--- config.mk ---
export PLATFORM = sky130hd
export DESIGN_NAME = spi_shift_engine
export DESIGN_NICKNAME = d
export VERILOG_FILES = /design/src/rtl/spi_shift_engine.sv
export SDC_FILE = /design/constraint.sdc
export NUM_CORES = 1
export LEC_CHECK = 0
export BUFFER_PORTS_ARGS = -buffer_cell sky130_fd_sc_hd__buf_2
export CAP_MARGIN = 20
export CORE_ASPECT_RATIO = 0.75
export CORE_UTILIZATION = 52
export DETAILED_ROUTE_END_ITERATION = 12
export GPL_TIMING_DRIVEN = 0
export PLACE_DENSITY = 0.75
export SETUP_SLACK_MARGIN = 0.05
export SLEW_MARGIN = 20
export SYNTH_ARGS = -nofsm -noshare
export SYNTH_HDL_FRONTEND = slang
export SYNTH_SLANG_ARGS = --single-unit
--- constraint.sdc ---
create_clock -name clk -period 2.2 [get_ports clk]
set_clock_uncertainty 0.05 [all_clocks]
set_input_delay 0.22 -clock clk [delete_from_list [all_inputs] [get_ports clk]]
set_output_delay 0.22 -clock clk [all_outputs]
set_load 0.01 [all_outputs]
--- src/rtl/spi_shift_engine.sv ---
// rtl/spi_shift_engine.sv - SPI mode-0 shift engine with TX FIFO and optional RX capture
//
// Purpose:
//   Serialises frames from a small TX FIFO onto mosi_o, MSB first, under
//   the control of a clk-synchronous chip select and gated SCLK from an
//   SPI master FSM. Optionally captures miso_i into received frames.
//
// Configuration:
//   SPI_SHIFT_RX_EN - when defined, MISO capture drives rx_data_o/rx_valid_o;
//                     when undefined, both are tied to zero.
//
// Ports:
//   clk, rst     - clock; synchronous active-high reset
//   cs_i         - chip select, active-low
//   sclk_i       - gated SCLK, idle low
//   miso_i       - serial data from slave
//   tx_data_i    - frame to transmit
//   tx_valid_i   - tx_data_i valid
//   tx_ready_o   - FIFO can accept a frame
//   mosi_o       - registered serial data to slave
//   rx_data_o    - last received frame
//   rx_valid_o   - one-clk pulse when rx_data_o updates
//   busy_o       - engine is in a CS window
//   underrun_o   - sticky: a frame was loaded from an empty FIFO
module spi_shift_engine #(
    parameter int F_SIZE = 8,
    parameter int DEPTH  = 4
) (
    input  logic              clk,
    input  logic              rst,
    input  logic              cs_i,
    input  logic              sclk_i,
    input  logic              miso_i,
    input  logic [F_SIZE-1:0] tx_data_i,
    input  logic              tx_valid_i,
    output logic              tx_ready_o,
    output logic              mosi_o,
    output logic [F_SIZE-1:0] rx_data_o,
    output logic              rx_valid_o,
    output logic              busy_o,
    output logic              underrun_o
);

    localparam int PW = $clog2(DEPTH);
    localparam int CW = PW + 1;
    localparam int BW = $clog2(F_SIZE) + 1;

    typedef enum logic {
        IDLE,
        SHIFT
    } state_t;

    state_t            state_q, state_d;
    logic              sclk_q, cs_q;
    logic [F_SIZE-1:0] fifo_q [DEPTH];
    logic [PW-1:0]     wr_ptr_q, rd_ptr_q;
    logic [CW-1:0]     count_q, count_d;
    logic [F_SIZE-1:0] tx_sh_q, tx_sh_d;
    logic              mosi_q, mosi_d;
    logic [BW-1:0]     bit_cnt_q, bit_cnt_d;
    logic              underrun_q;

    logic              rise, fall, cs_fall, cs_rise;
    logic              full, empty, push, pop, pop_ok;
    logic [F_SIZE-1:0] load_word, tx_shifted;
    logic              sample, frame_done;

    assign rise    = sclk_i & ~sclk_q;
    assign fall    = ~sclk_i & sclk_q;
    assign cs_fall = ~cs_i & cs_q;
    assign cs_rise = cs_i & ~cs_q;

    assign full   = (count_q == CW'(DEPTH));
    assign empty  = (count_q == '0);
    assign push   = tx_valid_i & ~full;
    assign pop_ok = pop & ~empty;

    // An empty FIFO yields an all-zero frame rather than stale memory.
    assign load_word  = empty ? '0 : fifo_q[rd_ptr_q];
    assign tx_shifted = {tx_sh_q[F_SIZE-2:0], 1'b0};

    assign count_d = count_q + CW'(push) - CW'(pop_ok);

    always_comb begin
        state_d    = state_q;
        tx_sh_d    = tx_sh_q;
        mosi_d     = mosi_q;
        bit_cnt_d  = bit_cnt_q;
        pop        = 1'b0;
        sample     = 1'b0;
        frame_done = 1'b0;
        case (state_q)
            IDLE: begin
                if (cs_fall) begin
                    state_d   = SHIFT;
                    pop       = 1'b1;
                    tx_sh_d   = load_word;
                    mosi_d    = load_word[F_SIZE-1];
                    bit_cnt_d = '0;
                end
            end
            SHIFT: begin
                if (rise) begin
                    sample    = 1'b1;
                    bit_cnt_d = bit_cnt_q + 1'b1;
                end else if (fall) begin
                    if (bit_cnt_q == BW'(F_SIZE)) begin
                        // Frame complete: hand off RX and chain the next TX word.
                        frame_done = 1'b1;
                        pop        = 1'b1;
                        tx_sh_d    = load_word;
                        mosi_d     = load_word[F_SIZE-1];
                        bit_cnt_d  = '0;
                    end else begin
                        tx_sh_d = tx_shifted;
                        mosi_d  = tx_shifted[F_SIZE-1];
                    end
                end
                // Evaluated after the fall so a coincident final fall still completes.
                if (cs_rise) begin
                    state_d   = IDLE;
                    mosi_d    = 1'b0;
                    bit_cnt_d = '0;
                end
            end
            default: state_d = IDLE;
        endcase
    end

    always_ff @(posedge clk) begin
        if (rst) begin
            state_q    <= IDLE;
            sclk_q     <= 1'b0;
            cs_q       <= 1'b1;
            wr_ptr_q   <= '0;
            rd_ptr_q   <= '0;
            count_q    <= '0;
            tx_sh_q    <= '0;
            mosi_q     <= 1'b0;
            bit_cnt_q  <= '0;
            underrun_q <= 1'b0;
        end else begin
            state_q   <= state_d;
            sclk_q    <= sclk_i;
            cs_q      <= cs_i;
            tx_sh_q   <= tx_sh_d;
            mosi_q    <= mosi_d;
            bit_cnt_q <= bit_cnt_d;
            count_q   <= count_d;
            if (push) begin
                wr_ptr_q <= wr_ptr_q + 1'b1;
            end
            if (pop_ok) begin
                rd_ptr_q <= rd_ptr_q + 1'b1;
            end
            if (pop & empty) begin
                underrun_q <= 1'b1;
            end
        end
    end

    // Storage needs no reset: the pointers alone define valid contents.
    always_ff @(posedge clk) begin
        if (push) begin
            fifo_q[wr_ptr_q] <= tx_data_i;
        end
    end

    assign tx_ready_o = ~full;
    assign mosi_o     = mosi_q;
    assign busy_o     = (state_q != IDLE);
    assign underrun_o = underrun_q;

`ifdef SPI_SHIFT_RX_EN
    logic [F_SIZE-1:0] rx_sh_q, rx_data_q;
    logic              rx_valid_q;

    always_ff @(posedge clk) begin
        if (rst) begin
            rx_sh_q    <= '0;
            rx_data_q  <= '0;
            rx_valid_q <= 1'b0;
        end else begin
            if (sample) begin
                rx_sh_q <= {rx_sh_q[F_SIZE-2:0], miso_i};
            end
            if (frame_done) begin
                rx_data_q <= rx_sh_q;
            end
            rx_valid_q <= frame_done;
        end
    end

    assign rx_data_o  = rx_data_q;
    assign rx_valid_o = rx_valid_q;
`else
    logic unused_rx;
    assign unused_rx  = ^{miso_i, sample, frame_done};
    assign rx_data_o  = '0;
    assign rx_valid_o = 1'b0;
`endif

endmodule
==> metrics.txt, run 1 <==
cell taking the most area after synthesis=edfxtp_1; hold violation total from the final report=0; initial drt markers=83; Slew @ Worst Pin=approximately 500 ps; TritonCTS buffer count=9; clock-pin slew on the worst setup and hold paths=70 ps; die area=0.00498 sq mm; WL final=4.09 mm; syn avg cell area=13.3 sq um; core area=0.00449 sq mm; Fmax achieved=435 MHz; initial antenna violation count=0; Core Rows=21; worst-path fanout max=3; GR Layer Usage met3=0.102; Chip Width=approximately 81 um; I/O pin count=27; met2 GRT Util=0.285; final non-filler cell total=286; met1 Use GR=0.244; Post-synth EDFFs=32; dpl hpwl=~2.8 mm; Final Cycle Share=1.04; dominant cells by area after synthesis=edfxtp_1 (39%), dfxtp_1 (20%), mux4_2 (7.4%), ha_1 (4.1%), buf_4 (2.8%); first drt pass iteration count=4; Nets=around 250; CP startpoint kind=flop; post-DR vias/cell=~5.3; Seq cells post-synth=57; final setup margin=-96.6 ps; relative slew slack=0.667; Final Max Slew Viols=0; Remaining DRCs=0; final core utilization=0.639; CTS tree=done; placed cell areas=approximately 0.0026 sq mm; P per Cell Area=972 mW/mm^2; Global Route Usage Sum=0.194; Max IR drop VDD=approximately 0.6 mV; Finished Cell Area=0.00287 sq mm; status=finished, violations left; hold-fix buffer count after cts=0; Final Setup Violations=2; filler instances=~350; Initial Utilization=0.544; Mapped Cells=between 150 and 200; first-pass GRT wire length=6.47 mm; Clock Sinks=57; commonest non-fill, non-tap cell in the layout=edfxtp_1; synthesis-to-finish area growth=17.4%; CP endpoint kind=flop; Yosys top cell area share=0.393; Yosys warning total=0; hold crit path type=input pin to flop; post-route ant nets=0; vias=roughly 1.5k; gr ovfl total=0; Port Buffers=16; Clock Latency Late Sink=approximately 340 ps; Synth Cell Area=~0.0024 sq mm; most frequent cells in the layout=edfxtp_1 (32), dfxtp_1 (22), buf_2 (19); Worst EP required=2360 ps; Root Buffer Master=clkbuf_8; failing checks=setup timing; RSZ-0062 raised after global routing=true; Static Leak=1.09 nW; crit path kind=flop to flop; antenna fix cells=0; sequential-to-total area share from yosys stat=0.598; post-layout min period=roughly 2300 ps; Top FF cell, synth=edfxtp_1; share of layout cells above drive strength 1=0.310; vias in the first global route=1,370; overall power=2.79 mW; WL/cell=14.3 um; grt peak-use layer=met2; largest net degree at the start of global routing=14; Distinct cells, synth=38; Worst Path Arrival=between 2000 and 2500 ps; DP Cell Count=265; Final GP Congestion=0.723; Clock Path Buffers=2; Die Y=between 60 and 70 um; H-tree depth=3; max-cap violations=0; Post-synth ARST share=0
-- worst max-delay path, stage by stage, from the launching register on --
cell	delay (ps)
dfxtp_2	330
or3b_4	400
a221oi_4	330
ha_1	270
inv_1	60
ha_2	180
fa_1	410
nor2b_1	130
-- logic make-up after synthesis --
group,Yosys count,share of synthesized area
other cells,1,0.00153
flops,57,0.598
compound gates,30,0.0957
buf+inv,26,0.0583
mux,9,0.0783
xor+xnor,5,0.0179
fa+ha+maj,9,0.0491
simple gates,47,0.101
-- report_power, final --
group          internal [mW]  switching, mW
Clock                  0.428          0.464
Sequential              1.26         0.0669
Combinational          0.270          0.303
Total                   1.96          0.834
-- sequential cells by signal, summed over array words and instances, names as in the netlist, named ones only --
register    cells
fifo_q         32
tx_sh_q         7
bit_cnt_q       4
count_q         3
rd_ptr_q        2
wr_ptr_q        2
busy_o          1
cs_q            1
mosi_o          1
sclk_q          1
underrun_o      1
-- area by class of cell --
| class | count | area, sq um | area share |
|---|---|---|---|
| plain buffers | 16 | 97.6 | 0.0340 |
| clock buffers | 9 | 124 | 0.0432 |
| inverters | 9 | 33.8 | 0.0118 |
| multi-input cells | 109 | 892 | 0.311 |
| repair buffers | 22 | 125 | 0.0436 |
| clock inverters | 7 | 61.3 | 0.0214 |
| flip-flops and latches | 57 | 1470 | 0.510 |
| well taps | 57 | 71.3 | 0.0248 |
-- path summary, 6_finish.rpt --
check               start      endpoint  slack [ps]  cells past startpoint
min          tx_data_i[4]  fifo_q[3][4]          40                      1
max reg2reg          cs_q    count_q[1]        -100                      7
max                  cs_q    count_q[1]        -100                      7
min reg2reg    tx_sh_q[6]        mosi_o         440                      2
-- stage by stage --
step	setup TNS (ps)	setup WS (ps)	hold WS, ps
6_report	-125	-96.6	43.5
5_1_grt	-269	-145	21.6
4_1_cts	-251	-183	29.5
3_5_place_dp	-570	-321	395
3_3_place_gp	-452	-249	386
2_1_floorplan	-272	-162	269
-- what timing repair did --
item / 4_1_cts / 5_1_grt
gates resized for setup: 1 / 7
setup buffers: 4 / 2
pin swaps: 3 / 4
endpoints found under the setup margin: 3 / 4
-- synthesized netlist by cell type (all sizes together) (3+ instances only) --
cell     n
nor2b    4
a32oi    6
xnor2    5
nand2    7
a21oi    5
nor2    13
mux4     8
ha       8
inv      9
and3     5
nand2b   4
dfxtp   25
nand3    5
buf     14
clkbuf   3
edfxtp  32
a211oi   7
-- metal layers --
metal,up-vias,routed length (um)
met2,43,1860
li1,736,-
met3,5,212
met5,-,0
met1,721,1970
met4,0,54
Note: power is estimated with default switching activity, not from simulation.
==> inputs of run 2 (changes only) <==
- CORE_ASPECT_RATIO: 0.75 -> unset
==> metrics.txt, run 2 (same netlist as run 1, synthesis figures left out) <==
most frequent cells in the layout=edfxtp_1 (32), dfxtp_1 (23), buf_2 (19); WL/cell=14.2 um (-0.54%); reg2reg path depth=7 (unchanged); vias in the first global route=1,403 (+2.4%); Final Max Slew Viols=0 (unchanged); Largest regs=fifo_q (32), tx_sh_q (7), bit_cnt_q (4); Worst Path Arrival=2390 ps (-70 ps); Sw Share=0.269 (-0.0297); timing startpoint of the critical path=busy_o; Fmax achieved=447 MHz (+2.7%); DP Cell Count=260 (-1.9%); commonest non-fill, non-tap cell in the layout=edfxtp_1; Die Y=70.6 um (+15%); Largest register FFs=32 (unchanged); initial antenna violation count=0 (unchanged); Max IR drop VDD=0.616 mV (+2.8%); crit path kind=flop to flop; post-DR vias/cell=5.27 (about the same); failing checks=DRC, setup timing; max-cap violations=0 (unchanged); Logic pwr share=0.196 (-0.010); hold violation total from the final report=0 (unchanged); Worst EP required=2350 ps (about the same); gr ovfl total=0 (unchanged); RSZ-0062 raised after global routing=true; Root Buffer Master=clkbuf_8; hold crit path type=input pin to flop; initial drt markers=56 (-33%); H-tree depth=3 (unchanged); first drt pass iteration count=8 (+4); net load switching power=750 uW (-10%); largest net degree at the start of global routing=12 (-2); first-pass GRT wire length=6.60 mm (+2.0%); antenna fix cells=0 (unchanged); Final Setup Violations=1 (-1); Slew @ Worst Pin=585 ps (+84.4 ps); Static Leak=1.07 nW (-1.6%); Final GP Congestion=0.711 (-1.6%); CP startpoint kind=flop; vias=1,464 (-2.7%); Global Route Usage Sum=0.184 (-0.0100); overall power=2.79 mW (-0.15%); worst-path fanout max=3 (unchanged); TritonCTS buffer count=9 (unchanged); post-route ant nets=0 (unchanged); Seq pwr share=0.474 (about the same); status=finished, violations left; P per Cell Area=984 mW/mm^2 (+1.2%); P_int=2.04 mW (+4.1%); final setup margin=-36.0 ps (+60.5 ps); hold-fix buffer count after cts=0 (unchanged); relative slew slack=0.607 (-0.0592); die area=0.00498 sq mm (about the same); Clock Latency Late Sink=330 ps (about the same); Clock Sinks=57 (unchanged); final non-filler cell total=278 (-2.8%); Clk pwr share=0.330 (+0.010); share of layout cells above drive strength 1=0.270 (-0.0401); synthesis-to-finish area growth=15.8%; CTS tree=done; Remaining DRCs=12 (+12); clock-pin slew on the worst setup and hold paths=60 ps (about the same); Initial Utilization=0.550 (+0.00597); Final Cycle Share=1.02 (-0.0275); placed cell areas=0.00262 sq mm (-0.24%); reg2reg start=busy_o; Clock Path Buffers=2 (unchanged); I/O pin count=27 (unchanged); CP endpoint kind=flop; Finished Cell Area=0.00283 sq mm (-1.4%); Nets=244 (-1.2%); Core Rows=24 (+14%); WL final=3.96 mm (-3.3%); post-layout min period=2240 ps (-60.5 ps); Chip Width=70.6 um (-13%); Port Buffers=16 (unchanged); dpl hpwl=2.66 mm (-5.1%); core area=0.00444 sq mm (-1.1%); hold path start=tx_data_i[0]; worst hold stages=1 (unchanged); most flop-heavy register=fifo_q
[run 2: cell count changes in the layout (fill, tap and decap cells not counted), sizes merged]
| cell | change |
|---|---|
| bufinv | +1 |
| buf | -3 |
| clkbuf | +2 |
| clkinv | +1 |
| inv | -4 |
[run 2: final timing paths]
path,endpoint,slack [ps]
setup / recovery,count_q[1],-40
hold / removal,fifo_q[2][0],60
setup reg to reg,count_q[1],-40
hold reg to reg,underrun_o,420
[run 2: cell type report]
cell class                 instances  area, sq um
fill                             335         1610
timing repair buffer              19          103
tap                               52         65.1
buffer                            16         97.6
inverter                           9         33.8
clock buffer                      11          131
sequential                        57         1470
clock inverter                     5         58.8
multi-input combinational        109          876
[run 2: metal layers]
| metal | vias up | wire length, um | GRT usage | part of all wire |
|---|---|---|---|---|
| met1 | 689 | 1780 | 0.229 | 0.45 |
| met2 | 42 | 1920 | 0.291 | 0.49 |
| li1 | 731 | - | - | - |
| met4 | 0 | 24 | 0.0600 | 0.0061 |
| met5 | - | 0 | 0 | 0 |
| met3 | 2 | 231 | 0.0826 | 0.058 |
[run 2: worst max-delay path, stage by stage (launching register included)]
cell	delay (ps)
dfxtp_4	340
or3b_4	410
a221oi_4	300
ha_1	270
inv_1	60
ha_2	160
fa_1	390
nor2b_1	130
[run 2: what timing repair did]
| action | in CTS | in global routing |
|---|---|---|
| resized for setup | 4 | 0 |
| endpoints found under the setup margin | 2 | 2 |
| buffers inserted | 3 | 0 |
| pin swaps | 3 | 0 |
[run 2: power groups by stage]
stage / logic (mW) / registers, mW / clock network, mW
3_3_place_gp: 0.530 / 1.33 / 0
2_1_floorplan: 0.417 / 1.33 / 0
6_report: 0.546 / 1.32 / 0.920
3_5_place_dp: 0.538 / 1.34 / 0
5_1_grt: 0.615 / 1.33 / 0.999
4_1_cts: 0.554 / 1.32 / 0.944
[run 2: per-stage QoR]
stage	TNS [ps]	hold WS (ps)	setup WS, ps	util
CTS	-54.8	43.5	-54.8	0.637
floorplan	-272	269	-162	-
finish	-36.0	56.1	-36.0	0.637
detailed placement	-445	393	-245	0.590
global placement	-421	387	-232	0.590
global route	-261	40.1	-137	0.637
